File: src/rtl/rng_challenge_sampler_pkg.sv
// rng_challenge_sampler_pkg: state encoding and RCT run-counter width shared by the sampler and its health monitor.
// No ports; provides rng_state_t and RCT_CNT_W.
package cmac_rng_pkg;
    typedef enum logic [2:0] {IDLE, WARMUP, SAMPLE, HOLD, FAIL} rng_state_t;
    localparam int RCT_CNT_W = 8;
endpackage

File: src/rtl/rng_challenge_sampler_if.sv
// rng_challenge_sampler_if: control, entropy and challenge handshake bundle between a requester and the sampler.
// Ports (sampler view): start_i, abort_i, bit_in_i, bit_valid_i, out_ready_i in; challenge_o, out_valid_o, busy_o, health_fail_o out.
interface rng_challenge_sampler_if #(
    parameter int WIDTH = 64
);
    logic             start_i;
    logic             abort_i;
    logic             bit_in_i;
    logic             bit_valid_i;
    logic             out_ready_i;
    logic [WIDTH-1:0] challenge_o;
    logic             out_valid_o;
    logic             busy_o;
    logic             health_fail_o;
    modport master (
        output start_i, abort_i, bit_in_i, bit_valid_i, out_ready_i,
        input  challenge_o, out_valid_o, busy_o, health_fail_o
    );
    modport slave (
        input  start_i, abort_i, bit_in_i, bit_valid_i, out_ready_i,
        output challenge_o, out_valid_o, busy_o, health_fail_o
    );
endinterface

File: src/rtl/rng_challenge_sampler_rct.sv
// rng_rct_monitor: repetition-count health test over accepted entropy bits.
// Ports: clk_i, reset_ni (async, active-low), clear_i (restart history), bit_in_i, bit_accept_i in; trip_o out.
module rng_rct_monitor
    import cmac_rng_pkg::*;
#(
    parameter int RCT_LIMIT = 24
) (
    input  logic clk_i,
    input  logic reset_ni,
    input  logic clear_i,
    input  logic bit_in_i,
    input  logic bit_accept_i,
    output logic trip_o
);
    logic [RCT_CNT_W-1:0] run_q, run_d;
    logic                 last_q, last_d;
    // A zero run marks empty history, so the first bit after clear always starts a run of one.
    always_comb begin
        run_d  = run_q;
        last_d = last_q;
        if (clear_i) begin
            run_d  = '0;
            last_d = 1'b0;
        end else if (bit_accept_i) begin
            last_d = bit_in_i;
            run_d  = (run_q == '0 || bit_in_i != last_q) ? RCT_CNT_W'(1) : (&run_q ? run_q : run_q + 1'b1);
        end
    end
    // Trip is combinational on the accepting cycle so the FSM leaves for FAIL on the very next edge.
    assign trip_o = bit_accept_i && run_d >= RCT_CNT_W'(RCT_LIMIT);
    always_ff @(posedge clk_i or negedge reset_ni) begin
        if (!reset_ni) begin
            run_q  <= '0;
            last_q <= 1'b0;
        end else begin
            run_q  <= run_d;
            last_q <= last_d;
        end
    end
endmodule

File: src/rtl/rng_challenge_sampler.sv
// rng_challenge_sampler: collects a WIDTH-bit challenge from a bit-serial entropy source after a warm-up discard, with RCT health checking.
// Ports: clk_i, reset_ni (async, active-low); bus (slave modport of rng_challenge_sampler_if).
module rng_challenge_sampler
    import cmac_rng_pkg::rng_state_t;
#(
    parameter int WIDTH     = 64,
    parameter int WARMUP    = 16,
    parameter bit MSB_FIRST = 1'b0,
    parameter int RCT_LIMIT = 24
) (
    input logic                    clk_i,
    input logic                    reset_ni,
    rng_challenge_sampler_if.slave bus
);
    // Enum constants are package-qualified because the WARMUP state shares its name with the parameter.
    localparam int WCW = (WARMUP > 0) ? $clog2(WARMUP + 1) : 1;
    localparam int SCW = $clog2(WIDTH + 1);
    rng_state_t       state_q, state_d;
    logic [WCW-1:0]   wcnt_q, wcnt_d;
    logic [SCW-1:0]   scnt_q, scnt_d;
    logic [WIDTH-1:0] chal_q, chal_d;
    logic             hf_q, hf_d;
    logic             busy, accept, trip, rct_clear;
    assign busy   = state_q == cmac_rng_pkg::WARMUP || state_q == cmac_rng_pkg::SAMPLE;
    assign accept = busy && bus.bit_valid_i && !bus.abort_i;
    rng_rct_monitor #(.RCT_LIMIT(RCT_LIMIT)) u_rct (
        .clk_i        (clk_i),
        .reset_ni     (reset_ni),
        .clear_i      (rct_clear),
        .bit_in_i     (bus.bit_in_i),
        .bit_accept_i (accept),
        .trip_o       (trip)
    );
    always_comb begin
        state_d   = state_q;
        wcnt_d    = wcnt_q;
        scnt_d    = scnt_q;
        chal_d    = chal_q;
        hf_d      = hf_q;
        rct_clear = 1'b0;
        if (bus.abort_i) begin
            state_d = cmac_rng_pkg::IDLE;
            wcnt_d  = '0;
            scnt_d  = '0;
            chal_d  = busy ? '0 : chal_q;
        end else begin
            case (state_q)
                cmac_rng_pkg::IDLE, cmac_rng_pkg::FAIL: if (bus.start_i) begin
                    if (WARMUP > 0) state_d = cmac_rng_pkg::WARMUP;
                    else            state_d = cmac_rng_pkg::SAMPLE;
                    wcnt_d    = '0;
                    scnt_d    = '0;
                    chal_d    = '0;
                    hf_d      = (state_q == cmac_rng_pkg::FAIL) ? 1'b0 : hf_q;
                    rct_clear = 1'b1;
                end
                cmac_rng_pkg::WARMUP: if (trip) begin
                    state_d = cmac_rng_pkg::FAIL;
                    hf_d    = 1'b1;
                end else if (accept) begin
                    wcnt_d = wcnt_q + 1'b1;
                    if (wcnt_d == WCW'(WARMUP)) state_d = cmac_rng_pkg::SAMPLE;
                end
                // A trip on the final bit still wins, so a partial or unhealthy word is never presented.
                cmac_rng_pkg::SAMPLE: if (trip) begin
                    state_d = cmac_rng_pkg::FAIL;
                    hf_d    = 1'b1;
                end else if (accept) begin
                    chal_d = MSB_FIRST ? {bus.bit_in_i, chal_q[WIDTH-1:1]} : {chal_q[WIDTH-2:0], bus.bit_in_i};
                    scnt_d = scnt_q + 1'b1;
                    if (scnt_d == SCW'(WIDTH)) state_d = cmac_rng_pkg::HOLD;
                end
                cmac_rng_pkg::HOLD: if (bus.out_ready_i) state_d = cmac_rng_pkg::IDLE;
                default: state_d = cmac_rng_pkg::IDLE;
            endcase
        end
    end
    always_ff @(posedge clk_i or negedge reset_ni) begin
        if (!reset_ni) begin
            state_q <= cmac_rng_pkg::IDLE;
            wcnt_q  <= '0;
            scnt_q  <= '0;
            chal_q  <= '0;
            hf_q    <= 1'b0;
        end else begin
            state_q <= state_d;
            wcnt_q  <= wcnt_d;
            scnt_q  <= scnt_d;
            chal_q  <= chal_d;
            hf_q    <= hf_d;
        end
    end
    assign bus.challenge_o   = chal_q;
    assign bus.out_valid_o   = state_q == cmac_rng_pkg::HOLD;
    assign bus.busy_o        = busy;
    assign bus.health_fail_o = hf_q;
endmodule

File: src/flat_wrapper.sv
// flat-port wrapper written by rule: the top's interface ports become plain ports
module rng_challenge_sampler_flat import cmac_rng_pkg::rng_state_t;
#(
    parameter int WIDTH     = 64,
    parameter int WARMUP    = 16,
    parameter bit MSB_FIRST = 1'b0,
    parameter int RCT_LIMIT = 24
)
  (clk_i, reset_ni, bus_start_i, bus_abort_i, bus_bit_in_i, bus_bit_valid_i, bus_out_ready_i, bus_challenge_o, bus_out_valid_o, bus_busy_o, bus_health_fail_o);
  rng_challenge_sampler_if #(.WIDTH(WIDTH)) bus_i ();
  input logic clk_i;
  input logic reset_ni;
  input wire logic [$bits(bus_i.start_i)-1:0] bus_start_i;
  input wire logic [$bits(bus_i.abort_i)-1:0] bus_abort_i;
  input wire logic [$bits(bus_i.bit_in_i)-1:0] bus_bit_in_i;
  input wire logic [$bits(bus_i.bit_valid_i)-1:0] bus_bit_valid_i;
  input wire logic [$bits(bus_i.out_ready_i)-1:0] bus_out_ready_i;
  output wire logic [$bits(bus_i.challenge_o)-1:0] bus_challenge_o;
  output wire logic [$bits(bus_i.out_valid_o)-1:0] bus_out_valid_o;
  output wire logic [$bits(bus_i.busy_o)-1:0] bus_busy_o;
  output wire logic [$bits(bus_i.health_fail_o)-1:0] bus_health_fail_o;
  assign bus_i.start_i = bus_start_i;
  assign bus_i.abort_i = bus_abort_i;
  assign bus_i.bit_in_i = bus_bit_in_i;
  assign bus_i.bit_valid_i = bus_bit_valid_i;
  assign bus_i.out_ready_i = bus_out_ready_i;
  assign bus_challenge_o = bus_i.challenge_o;
  assign bus_out_valid_o = bus_i.out_valid_o;
  assign bus_busy_o = bus_i.busy_o;
  assign bus_health_fail_o = bus_i.health_fail_o;
  rng_challenge_sampler #(.WIDTH(WIDTH), .WARMUP(WARMUP), .MSB_FIRST(MSB_FIRST), .RCT_LIMIT(RCT_LIMIT)) u_core (.clk_i(clk_i), .reset_ni(reset_ni), .bus(bus_i));
endmodule
File: config.mk
export PLATFORM = sky130hd
export DESIGN_NAME = rng_challenge_sampler_flat
export DESIGN_NICKNAME = d
export VERILOG_FILES = /design/src/rtl/rng_challenge_sampler_pkg.sv /design/src/rtl/rng_challenge_sampler_if.sv /design/src/rtl/rng_challenge_sampler_rct.sv /design/src/rtl/rng_challenge_sampler.sv /design/src/flat_wrapper.sv
export SDC_FILE = /design/constraint.sdc
export NUM_CORES = 1
export LEC_CHECK = 0
export CORE_MARGIN = 4
export CORE_UTILIZATION = 56
export CTS_BUF_LIST = sky130_fd_sc_hd__clkbuf_4 sky130_fd_sc_hd__clkbuf_8 sky130_fd_sc_hd__clkbuf_16
export DETAILED_ROUTE_END_ITERATION = 8
export PLACE_DENSITY_LB_ADDON = 0.1
export SYNTH_ARGS = -nofsm -noshare
export SYNTH_HDL_FRONTEND = slang
export SYNTH_HIERARCHICAL = 1
export SYNTH_SLANG_ARGS = --single-unit
File: constraint.sdc
create_clock -name clk_i -period 10.9 [get_ports clk_i]
set_clock_uncertainty 0.2 [all_clocks]
set_input_delay 2.18 -clock clk_i [delete_from_list [all_inputs] [get_ports clk_i]]
set_output_delay 2.18 -clock clk_i [all_outputs]
set_load 0.02 [all_outputs]
Word-level counts from Yosys, hierarchy flattened
Cells that the tools add are included.
Word-level totals
  bits in registers: 89
  input port bits: 7
  output and inout port bits: 67
  word-level logic and storage cells: 92
Cells by class
  $add $sub $neg: 3
  order comparisons: 1
  equal/unequal tests: 21
  multiplexer cells: 39
  bitwise gates (word level): 1
  reductions and logical operators: 20
Operator list (number)
  2-to-1 mux 64 bit: 5
  case mux 64 bit (2 select lines): 1
  2-to-1 mux 8 bit: 4
  2-to-1 mux 7 bit: 4
  2-to-1 mux 3 bit: 9
  2-to-1 mux 5 bit: 4
  inequality test 3 bit, second input constant: 6
  inequality test 4 x 3 -> 1 bit, second input constant: 4
  case mux 7 bit (2 select lines): 1
  case mux 3 bit (4 select lines): 1
  case mux 5 bit (2 select lines): 1
  AND reduction 5 bit: 2
  adder 8 x 1 -> 8 bit, second input constant: 1
  greater-or-equal comparator 8 x 5 -> 1 bit, second input constant: 1
  logical NOT 8 bit: 1
  2-to-1 mux 1 bit: 8
  AND reduction 4 bit: 2
  AND reduction 8 bit: 1
  adder 7 x 1 -> 7 bit, second input constant: 1
  equality test 7 bit, second input constant: 1
  equality test 3 x 2 -> 1 bit, second input constant: 2
  inequality test 2 x 1 -> 1 bit, second input constant: 3
  AND reduction 6 bit: 1
  nonzero test 3 bit: 2
  14 further kinds: 19

Depth between registers and ports, before layout
Gate-level depths: netlist of the first run.
  depth after elaboration: 11
  depth in mapped cells: 19
  gate-level depth less buffers: 13

Hierarchy
Netlist of the first run, hierarchy kept.
By module, submodules not included
  rng_challenge_sampler: instances 1, cells an instance 398, area an instance 3535.9 um2, seq. area each 2001.9 um2
  rng_rct_monitor: instances 1, cells an instance 57, area an instance 573.0 um2, seq. area each 225.2 um2

Worst setup path before layout of the first run
OpenSTA, ideal clock, no wires.
  kind: in2reg
  start: in bus_abort_i
  end: reg u_core.chal_q[47], in the netlist u_core/bus.challenge_o[47]
  library setup time: 133 ps
  arrival: 4899 ps
  data required time: 10567 ps
  path slack: 5667 ps
  stages on the path: 18
  path buffers: 5
  cells stage by stage: clkbuf_2 -> inv_1 -> nand2_1 -> nor2_1 -> buf_6 -> and4_1 -> nor2b_1 -> mux2i_1 -> nor2_1 -> o41a_1 -> nand4bb_1 -> a21oi_1 -> a21oi_1 -> buf_2 -> buf_2 -> buf_2 -> nand2_1 -> o21ai_0
On the way
  cells in the longest elaborated chain, start to end: 8
  elaborated cells between the ends (all ways): 14
  those cells by class: 1 x order compare; 4 x eq/ne; 4 x mux; 5 x reduce/logical
RTL lines
  start: declaration: RTL line flat_wrapper.sv:14  | input wire logic [$bits(bus_i.abort_i)-1:0] bus_abort_i;
  logical NOT 1 bit: RTL line rng_challenge_sampler.sv:25  | assign accept = busy && bus.bit_valid_i && !bus.abort_i;
  logical AND 1 bit: RTL line rng_challenge_sampler.sv:25
  named net u_core.accept: RTL line rng_challenge_sampler.sv:23  | logic busy, accept, trip, rct_clear;
  2-to-1 mux 8 bit: RTL line rng_challenge_sampler_rct.sv:24  | end else if (bit_accept_i) begin
  2-to-1 mux 8 bit: RTL line rng_challenge_sampler_rct.sv:21  | if (clear_i) begin
  named net u_core.u_rct.run_d[7]: RTL line rng_challenge_sampler_rct.sv:15  | logic [RCT_CNT_W-1:0] run_q, run_d;
  greater-or-equal comparator 8 x 5 -> 1 bit: RTL line rng_challenge_sampler_rct.sv:30  | assign trip_o = bit_accept_i && run_d >= RCT_CNT_W'(RCT_LIMIT);
  logical AND 1 bit: RTL line rng_challenge_sampler_rct.sv:30
  named net u_core.trip: RTL line rng_challenge_sampler.sv:23
  inequality test 3 bit (no line)
  AND reduction 5 bit (no line)
  end signal: assignment: RTL line rng_challenge_sampler.sv:89  | chal_q <= chal_d;
  end: declaration: RTL line rng_challenge_sampler.sv:21  | logic [WIDTH-1:0] chal_q, chal_d;
The timed path passes the listed nets, and every way through them passes these cells.
A chain may end at the register's enable or synchronous reset.

Final worst setup path of the first run
  start: in bus_abort_i
  end: reg u_core.chal_q[40], in the netlist u_core/bus.challenge_o[40]
Same word-level chain as after synthesis.

==> key figures, run 1 <==
Timing
  • Max Clk Rate: 0.155 GHz
  • Final Max Slew Viols: 0
  • Slew headroom: 28.1%
  • Final Hold Slack: 0.303 ns
  • Count of endpoints failing setup in the final report: 0
  • Worst slew pin tran: 1.08 ns
  • Final Hold Viols: 0
  • Final critical-path required period: 6.43 ns
  • Setup TNS: 0 ns
  • Post-route clock period utilization: 59.0%
  • RSZ-0062 raised after global routing: no

Run status
  • Status: complete, no violations

Logic synthesis
  • Yosys top cell area share: 54.2%
  • Commonest cells in the netlist: 145 x nand2_1, 89 x dfrtp_1, 74 x o21ai_0
  • Area leader, netlist: dfrtp_1
  • Synth cell types: 53
  • Synth top area cells: dfrtp_1 54%, nand2_1 13%, o21ai_0 9.0%
  • Async S/R FF share, synth: 100%
  • FF+latch count, synth: 89
  • Mean post-synth cell area: 9.03 sq um
  • Synth Cell Area: 4110 sq um
  • Most frequent cell after synthesis: nand2_1
  • Yosys warning total: 6
  • Sequential element share of the synthesized area: 54.2%
  • Post-synth EDFFs: 0
  • Syn Inst Count: 455
  • Most common flop cell mapped by yosys: dfrtp_1
  • Mapped Nets: 466

Clock network
  • TritonCTS Buffers: 9
  • Later-pin clock latency in the skew report: 0.35 ns
  • Hold buffer count at CTS: 0
  • Reg clk slew, reported paths: 0.09 ns
  • Post-CTS sizing: 0
  • H-tree Lvls: 3
  • Clock sink count: 89
  • Clk root buf: clkbuf_8
  • Clk buf depth: 2
  • CTS tree: yes
  • Postcts setup bufs: 0

Die
  • I/O pin cnt: 74
  • Initial core utilization: 59.2%
  • Die Wd: 93.7 um
  • CORE AREA: 6940 sq um
  • Chip height: 93.7 um
  • Die area: 8770 sq um
  • Row cnt: 30

Placed design
  • DP HPWL: 5490 um
  • IO Port Bufs: 73
  • Placed insts: 598
  • Placer Congestion: 0.874

Detailed routing
  • DRT antenna net count: 0
  • Vias/cell: 5.32
  • Via count: 3268
  • DRT Wirelength: 8330 um
  • DR pass1 iterations: 5
  • Remaining DRCs: 0
  • Routed len/inst: 13.6 um
  • DR iter-0 viols: 174

Hold path
  • Hold EP: u_core/bus.challenge_o[63]
  • HP Class: reg2reg
  • Hold Path Origin: u_core/bus.challenge_o[63]
  • Hold depth: 2

Setup path
  • Slowest stage delay, CP: 0.58 ns
  • CP arrival: 6.42 ns
  • Crit path kind: in2reg
  • CP Data Required Time: 10.89 ns
  • Crit path buf inv count: 3
  • CP Capture Type: flop
  • Worst path cell trace: clkdlybuf4s50_1, inv_1, nand2_1, nor2_1, and4_1, nor2b_1, mux2i_1, nor2_1, o41a_1, nand4bb_1, a21oi_1, a21oi_4, buf_4, nand2_1, o21ai_0
  • CP max-delay cell: clkdlybuf4s50_1
  • CP Max Fanout: 128
  • R2R Path End: u_core/bus.challenge_o[40]
  • Reg2Reg Depth: 14
  • Crit-path leading delay family: simple AND/OR/NAND/NOR gates
  • R2R setup slack: 6.20 ns
  • Reg-to-Reg Start: u_core/state_q[0]
  • Startpoint types: input pin

Power
  • Reg power frac: 52.9%
  • Combinational Power Share: 11.0%
  • Switching pwr: 0.000178 W
  • Leak pwr: 2.07 nW
  • Internal power: 0.000466 W
  • Switching Share: 27.7%
  • Peak supply drop: 0.0714 mV
  • Clock Power Share: 36.1%
  • Pwr Density: 127 nW/um^2
  • Total power draw: 0.000644 W

Cells and area
  • Final nets: 524
  • Area grow syn2layout: 23.1%
  • Layout Cells excl Fill: 614
  • # diodes: 0
  • Final Core Density: 72.8%
  • Share of post-route cells with drive strength above 1: 5.98%
  • # fillers: 519

Global routing
  • Tot GR Track Use: 19.8%
  • First-pass GRT wire length: 14200 um
  • Largest net degree at the start of global routing: 129
  • Number of global-route vias before repair: 3129
  • Initial antenna violation count: 0
  • GRT overflow: 0

Run
  • Max_cap viols: 0
[tightest hold or removal path, delay by kind of cell (launching register included)]
kind             cells  cell delay, ns
AO/OA/AOI/OAI        1            0.06
flip-flops           1            0.36
AND/OR/NAND/NOR      1            0.05
[worst max path at each step]
stage | startpoint | end | slack [ns] | cells after the start
after global placement | bus_abort_i | u_core/bus.challenge_o[28] | 4.38 | 15
after floorplan | bus_abort_i | u_core/bus.challenge_o[47] | 5.67 | 18
final | bus_abort_i | u_core/bus.challenge_o[40] | 4.47 | 15
after global routing | bus_abort_i | u_core/bus.challenge_o[37] | 4.15 | 15
after detailed placement | bus_abort_i | u_core/bus.challenge_o[2] | 4.20 | 15
after CTS | bus_abort_i | u_core/bus.challenge_o[2] | 4.56 | 15
[layout by cell type, fill, tap and decap left out, types with 2 or more instances in the layout]
cell type,Yosys,routed
a21oi_1,5,4
a31oi_1,2,2
buf_4,0,3
clkbuf_8,0,9
clkdlybuf4s50_1,0,72
dfrtp_1,89,89
ha_1,4,4
inv_1,7,7
inv_6,0,2
mux2i_1,4,4
nand2_1,145,145
nand2b_1,4,4
nand3_1,8,8
nand3b_1,2,2
nor2_1,17,17
nor2b_1,4,4
nor3_1,3,3
nor3b_1,3,3
o211ai_1,4,4
o21ai_0,74,74
o21ai_1,7,7
o31ai_1,2,2
or3b_1,2,2
or3b_2,2,2
xnor2_1,5,5
xor2_1,7,7
[layout make-up]
class                      instances  area [sq um]  share of cell area, %
sequential                        89          2230                   44.0
multi-input combinational        331          1730                   34.3
timing repair buffer              75           743                   14.7
clock buffer                      10           131                   2.60
tap                               96           120                   2.38
clock inverter                     6          75.1                   1.48
inverter                           7          26.3                  0.520
[per-layer routing]
layer | GRT usage, % | part of all wire (%)
met5 | 0 | 0
met4 | 6.62 | 0.67
met3 | 3.29 | 4.7
met2 | 31.3 | 47
met1 | 28.1 | 48
[kinds of logic after synthesis]
group,synth area share (%)
xor+xnor,2.56
buf+inv,4.11
flops,54.2
mux,0.974
fa+ha+maj,1.22
simple gates,23.1
compound gates,13.9
[per-stage QoR]
step,area [sq um],worst slack [ns]
5_1_grt,5060,4.15
2_1_floorplan,4110,5.67
6_report,5060,4.47
3_5_place_dp,4850,4.20
4_1_cts,5060,4.56
3_3_place_gp,4850,4.38
[sequential cells by signal (all words and copies together) (netlist names)]
register                  cells
u_core/u_rct/run_q            8
u_core/bus.challenge_o       64
u_core/state_q                3
u_core/scnt_q                 7
u_core/wcnt_q                 5
u_core/bus.health_fail_o      1
u_core/u_rct/last_q           1
[power by group through the flow]
| stage | registers, W | clock network [W] | logic (W) |
|---|---|---|---|
| 5_1_grt | 0.000341 | 0.000252 | 0.0000806 |
| 4_1_cts | 0.000340 | 0.000239 | 0.0000718 |
| 3_3_place_gp | 0.000347 | 0 | 0.0000694 |
| 6_report | 0.000341 | 0.000232 | 0.0000710 |
| 3_5_place_dp | 0.000347 | 0 | 0.0000711 |
| 2_1_floorplan | 0.000344 | 0 | 0.0000569 |
Note: power is estimated with default switching activity, not from simulation.
==> inputs of run 2 (changes only) <==
--- a/config.mk
+++ b/config.mk
@@ -6,7 +6,7 @@
 export NUM_CORES = 1
 export LEC_CHECK = 0
 export CORE_MARGIN = 4
-export CORE_UTILIZATION = 56
+export CORE_UTILIZATION = 47
 export CTS_BUF_LIST = sky130_fd_sc_hd__clkbuf_4 sky130_fd_sc_hd__clkbuf_8 sky130_fd_sc_hd__clkbuf_16
 export DETAILED_ROUTE_END_ITERATION = 8
 export PLACE_DENSITY_LB_ADDON = 0.1
==> constraint.sdc (replaced) <==
create_clock -name clk_i -period 5.7 [get_ports clk_i]
set_clock_uncertainty 0.2 [all_clocks]
set_input_delay 1.14 -clock clk_i [delete_from_list [all_inputs] [get_ports clk_i]]
set_output_delay 1.14 -clock clk_i [all_outputs]
set_load 0.02 [all_outputs]
==> key figures, run 2 (synthesis gave the netlist of run 1 again) <==
Run status
  • Status: complete, no violations

Power
  • Leak pwr: 2.09 nW
  • Reg power frac: 53.7%
  • Total power draw: 0.00121 W
  • Switching pwr: 0.000358 W
  • Pwr Density: 238 nW/um^2
  • Clock Power Share: 33.7%
  • Switching Share: 29.5%
  • Peak supply drop: 0.116 mV
  • Internal power: 0.000854 W
  • Combinational Power Share: 12.6%

Cells and area
  • Layout Cells excl Fill: 627
  • Area grow syn2layout: 24.1%
  • Share of post-route cells with drive strength above 1: 6.70%
  • Max FFs per register: 64
  • Commonest non-fill, non-tap cell in the layout: nand2_1
  • # diodes: 0
  • Most frequent cells in the layout: 145 x nand2_1, 89 x dfrtp_1, 74 x o21ai_0
  • Final nets: 528
  • Final Instance Area: 5100 sq um

Clock network
  • Reg clk slew, reported paths: 0.10 ns
  • Post-CTS sizing: 0
  • Clk root buf: clkbuf_8
  • Later-pin clock latency in the skew report: 0.35 ns
  • H-tree Lvls: 3
  • Postcts setup bufs: 0
  • Clock sink count: 89
  • Clk buf depth: 2
  • CTS tree: yes
  • Hold buffer count at CTS: 0
  • TritonCTS Buffers: 9

Timing
  • Final Max Slew Viols: 0
  • Final critical-path required period: 4.83 ns
  • Post-route clock period utilization: 84.7%
  • Worst setup margin: 0.874 ns
  • Count of endpoints failing setup in the final report: 0
  • Setup TNS: 0 ns
  • Slew headroom: 54.4%
  • Worst slew pin tran: 0.684 ns
  • RSZ-0062 raised after global routing: no
  • Max Clk Rate: 0.207 GHz
  • Final Hold Viols: 0

Placed design
  • Dpl cell area: 4920 sq um
  • DP HPWL: 5940 um
  • Placed insts: 611
  • Placer Congestion: 0.822
  • Pre-CTS setup slack: 0.533 ns
  • IO Port Bufs: 73

Setup path
  • CP Max Fanout: 70
  • Crit path buf inv count: 3
  • Startpoint types: input pin
  • CP Capture Type: flop
  • CP max-delay cell: clkdlybuf4s50_1
  • Crit-path leading delay family: simple AND/OR/NAND/NOR gates
  • CP Data Required Time: 5.74 ns
  • Crit path kind: in2reg
  • R2R setup slack: 1.53 ns
  • Worst path cell trace: clkdlybuf4s50_1, inv_1, nand2_1, nor2_1, nor4bb_1, a22oi_1, nand2b_1, nor2_1, o41a_1, nand4bb_1, a21oi_1, a21oi_4, buf_12, nand2_1, o21ai_0
  • Slowest stage delay, CP: 0.58 ns
  • CP arrival: 4.87 ns

Run
  • Max_cap viols: 0

Die
  • Die area: 10300 sq um
  • CORE AREA: 8340 sq um
  • Die Wd: 102 um
  • Initial core utilization: 49.3%
  • Row cnt: 33
  • I/O pin cnt: 74
  • Chip height: 102 um

Global routing
  • GRT overflow: 0
  • Number of global-route vias before repair: 3009
  • Largest net degree at the start of global routing: 71
  • Tot GR Track Use: 17.6%
  • First-pass GRT wire length: 14500 um
  • Initial antenna violation count: 0

Detailed routing
  • Vias/cell: 5.16
  • DRT antenna net count: 0
  • Routed len/inst: 13.9 um
  • DRT Wirelength: 8720 um
  • DR iter-0 viols: 184
  • DR pass1 iterations: 4
  • Remaining DRCs: 0
  • Via count: 3234

Hold path
  • HP Class: reg2reg
## run 2: cell types whose count changed in the layout (fill, tap and decap cells not counted), sizes merged
cell	change
buf	+4
clkbuf	-1
bufinv	-1
inv	+2
## run 2: per-stage QoR
step	util, %	hold WS (ns)
CTS	61.1	0.296
global placement	58.9	0.271
finish	61.1	0.296
global route	61.1	0.343
detailed placement	58.9	0.274
floorplan	-	0.289
## run 2: layer usage
| metal | vias to the layer above | track usage, % | routed length [um] |
|---|---|---|---|
| li1 | 1639 | - | - |
| met1 | 1528 | 24.9 | 4180 |
| met2 | 59 | 27.3 | 4080 |
| met3 | 8 | 3.03 | 360 |
| met4 | 0 | 6.75 | 102 |
| met5 | - | 0 | 0 |
## run 2: cell type report
class	instances	area (sq um)
flip-flops and latches	89	2230
clock inverters	7	58.8
fillers	717	3240
clock buffers	9	124
well taps	105	131
repair buffers	79	798
inverters	7	26.3
multi-input cells	331	1730
## run 2: final timing paths
kind	startpoint	endpoint	depth (start not counted)
worst min-delay path	u_core/bus.challenge_o[63]	u_core/bus.challenge_o[63]	2
worst max-delay path	bus_abort_i	u_core/bus.challenge_o[33]	15
worst min register to register	u_core/bus.challenge_o[63]	u_core/bus.challenge_o[63]	2
max in group asynchronous	reset_ni	u_core/u_rct/run_q[1]	2
worst max register to register	u_core/state_q[0]	u_core/bus.challenge_o[33]	14
min in group asynchronous	reset_ni	u_core/bus.challenge_o[60]	1
## run 2: power groups by stage
stage / combinational, W / sequential (W) / clock [W]
final: 0.000152 / 0.000651 / 0.000408
after global routing: 0.000169 / 0.000653 / 0.000452
after CTS: 0.000154 / 0.000651 / 0.000424
after detailed placement: 0.000151 / 0.000663 / 0
after global placement: 0.000149 / 0.000663 / 0
after floorplan: 0.000109 / 0.000658 / 0
## run 2: worst min-delay path: stages, from the launching register on
cell and delay [ns]:
dfrtp_1 0.36, nand2_1 0.05, o21ai_0 0.06
==> inputs of run 3 (changes only) <==
--- a/config.mk
+++ b/config.mk
@@ -6,7 +6,7 @@
 export NUM_CORES = 1
 export LEC_CHECK = 0
 export CORE_MARGIN = 4
-export CORE_UTILIZATION = 47
+export CORE_UTILIZATION = 52
 export CTS_BUF_LIST = sky130_fd_sc_hd__clkbuf_4 sky130_fd_sc_hd__clkbuf_8 sky130_fd_sc_hd__clkbuf_16
 export DETAILED_ROUTE_END_ITERATION = 8
 export PLACE_DENSITY_LB_ADDON = 0.1
==> constraint.sdc (replaced) <==
create_clock -name clk_i -period 4.6 [get_ports clk_i]
set_clock_uncertainty 0.2 [all_clocks]
set_input_delay 0.92 -clock clk_i [delete_from_list [all_inputs] [get_ports clk_i]]
set_output_delay 0.92 -clock clk_i [all_outputs]
set_load 0.02 [all_outputs]
==> key figures, run 3 (synthesis gave the netlist of run 1 again) <==
Detailed routing
  • DR iter-0 viols: 112
  • DRT Wirelength: 8680 um
  • Via count: 3307
  • Vias/cell: 5.24
  • DRT antenna net count: 0
  • Routed len/inst: 13.8 um
  • Remaining DRCs: 0
  • DR pass1 iterations: 5

Timing
  • Worst slew pin tran: 0.703 ns
  • RSZ-0062 raised after global routing: no
  • Post-route clock period utilization: 88.2%
  • Count of endpoints failing setup in the final report: 0
  • Worst setup margin: 0.542 ns
  • Max Clk Rate: 0.246 GHz
  • Slew headroom: 53.1%
  • Setup TNS: 0 ns
  • Final Hold Viols: 0
  • Final Max Slew Viols: 0
  • Final critical-path required period: 4.06 ns

Global routing
  • First-pass GRT wire length: 15100 um
  • Initial antenna violation count: 0
  • GRT overflow: 0
  • Number of global-route vias before repair: 3206
  • Tot GR Track Use: 19.3%
  • Largest net degree at the start of global routing: 69

Setup path
  • CP Data Required Time: 4.63 ns
  • Crit path kind: in2reg
  • Startpoint types: input pin
  • Worst path cell trace: clkdlybuf4s50_1, inv_1, nand2_1, nor2_1, and4_1, nor2b_1, mux2i_1, nor2_1, o41a_1, nand4bb_1, a21oi_1, a21oi_4, buf_12, nand2_1, o21ai_0
  • Slowest stage delay, CP: 0.43 ns
  • CP max-delay cell: o41a_1
  • CP Capture Type: flop
  • CP arrival: 4.09 ns
  • CP Max Fanout: 68

Placed design
  • Placed insts: 615
  • IO Port Bufs: 73
  • Placer Congestion: 0.840
  • Pre-CTS setup slack: 0.189 ns
  • DP HPWL: 6010 um

Cells and area
  • Final nets: 535
  • # diodes: 0
  • Layout Cells excl Fill: 631
  • Commonest non-fill, non-tap cell in the layout: nand2_1
  • Area grow syn2layout: 26.0%
  • Most frequent cells in the layout: 145 x nand2_1, 89 x dfrtp_1, 74 x o21ai_0
  • Share of post-route cells with drive strength above 1: 7.94%
  • Max FFs per register: 64
  • # fillers: 633

Power
  • Total power draw: 0.00154 W
  • Peak supply drop: 0.167 mV
  • Leak pwr: 2.14 nW
  • Pwr Density: 298 nW/um^2

Run
  • Max_cap viols: 0

Die
  • Row cnt: 32
  • Die Wd: 96.9 um
  • I/O pin cnt: 74
  • CORE AREA: 7690 sq um
  • Die area: 9390 sq um
  • Initial core utilization: 53.5%
  • Chip height: 96.9 um

Clock network
  • H-tree Lvls: 3
  • Postcts setup bufs: 0
  • Post-CTS sizing: 0
  • Reg clk slew, reported paths: 0.10 ns
  • Clock sink count: 89
  • Hold buffer count at CTS: 0
  • Later-pin clock latency in the skew report: 0.35 ns
  • Clk root buf: clkbuf_8
  • Clk buf depth: 2
  • CTS tree: yes
  • TritonCTS Buffers: 9

Hold path
  • HP Class: reg2reg

Run status
  • Status: complete, no violations
==> run 3: per-stage QoR <==
stage	hold slack, ns	cell area, sq um	util [%]
6_report	0.309	5180	67.4
2_1_floorplan	0.289	4110	-
3_3_place_gp	0.261	4980	64.7
3_5_place_dp	0.297	4980	64.7
5_1_grt	0.332	5180	67.4
4_1_cts	0.316	5180	67.4
==> run 3: final cells by class <==
cell class | instances | area [sq um] | area share [%]
inverter | 7 | 26.3 | 0.507
tap | 102 | 128 | 2.46
sequential | 89 | 2230 | 43.0
timing repair buffer | 86 | 863 | 16.7
clock buffer | 9 | 124 | 2.39
clock inverter | 7 | 76.3 | 1.47
multi-input combinational | 331 | 1730 | 33.5
==> run 3: power by group <==
group	internal (W)	switching, W	total (W)
logic	0.0000677	0.000128	0.000196
clock network	0.000257	0.000282	0.000539
registers	0.000793	0.0000161	0.000809
total	0.00112	0.000427	0.00154
==> run 3: worst max-delay path, delay by kind of cell <==
family	cells	cell delay, ns
compound gates	4	1.03
buf+inv	3	0.70
mux	1	0.23
simple gates	7	1.20
==> run 3: path summary, 6_finish.rpt <==
| check | cells after the start | endpoint | from | slack [ns] |
|---|---|---|---|---|
| worst min-delay path | 2 | u_core/bus.challenge_o[11] | u_core/bus.challenge_o[11] | 0.31 |
| min in group asynchronous | 1 | u_core/bus.challenge_o[60] | reset_ni | 0.42 |
| worst max register to register | 14 | u_core/bus.challenge_o[18] | u_core/state_q[0] | 0.60 |
| worst max-delay path | 15 | u_core/bus.challenge_o[18] | bus_abort_i | 0.54 |
| worst min register to register | 2 | u_core/bus.challenge_o[11] | u_core/bus.challenge_o[11] | 0.31 |
| max in group asynchronous | 2 | u_core/u_rct/run_q[2] | reset_ni | 2.87 |
==> run 3: metal layers <==
layer | track usage [%] | vias to the layer above | share of wire [%]
met5 | 0 | - | 0
met4 | 8.64 | 0 | 2.0
met3 | 3.82 | 14 | 3.7
met2 | 30.6 | 69 | 48
met1 | 25.7 | 1568 | 47
li1 | - | 1656 | -
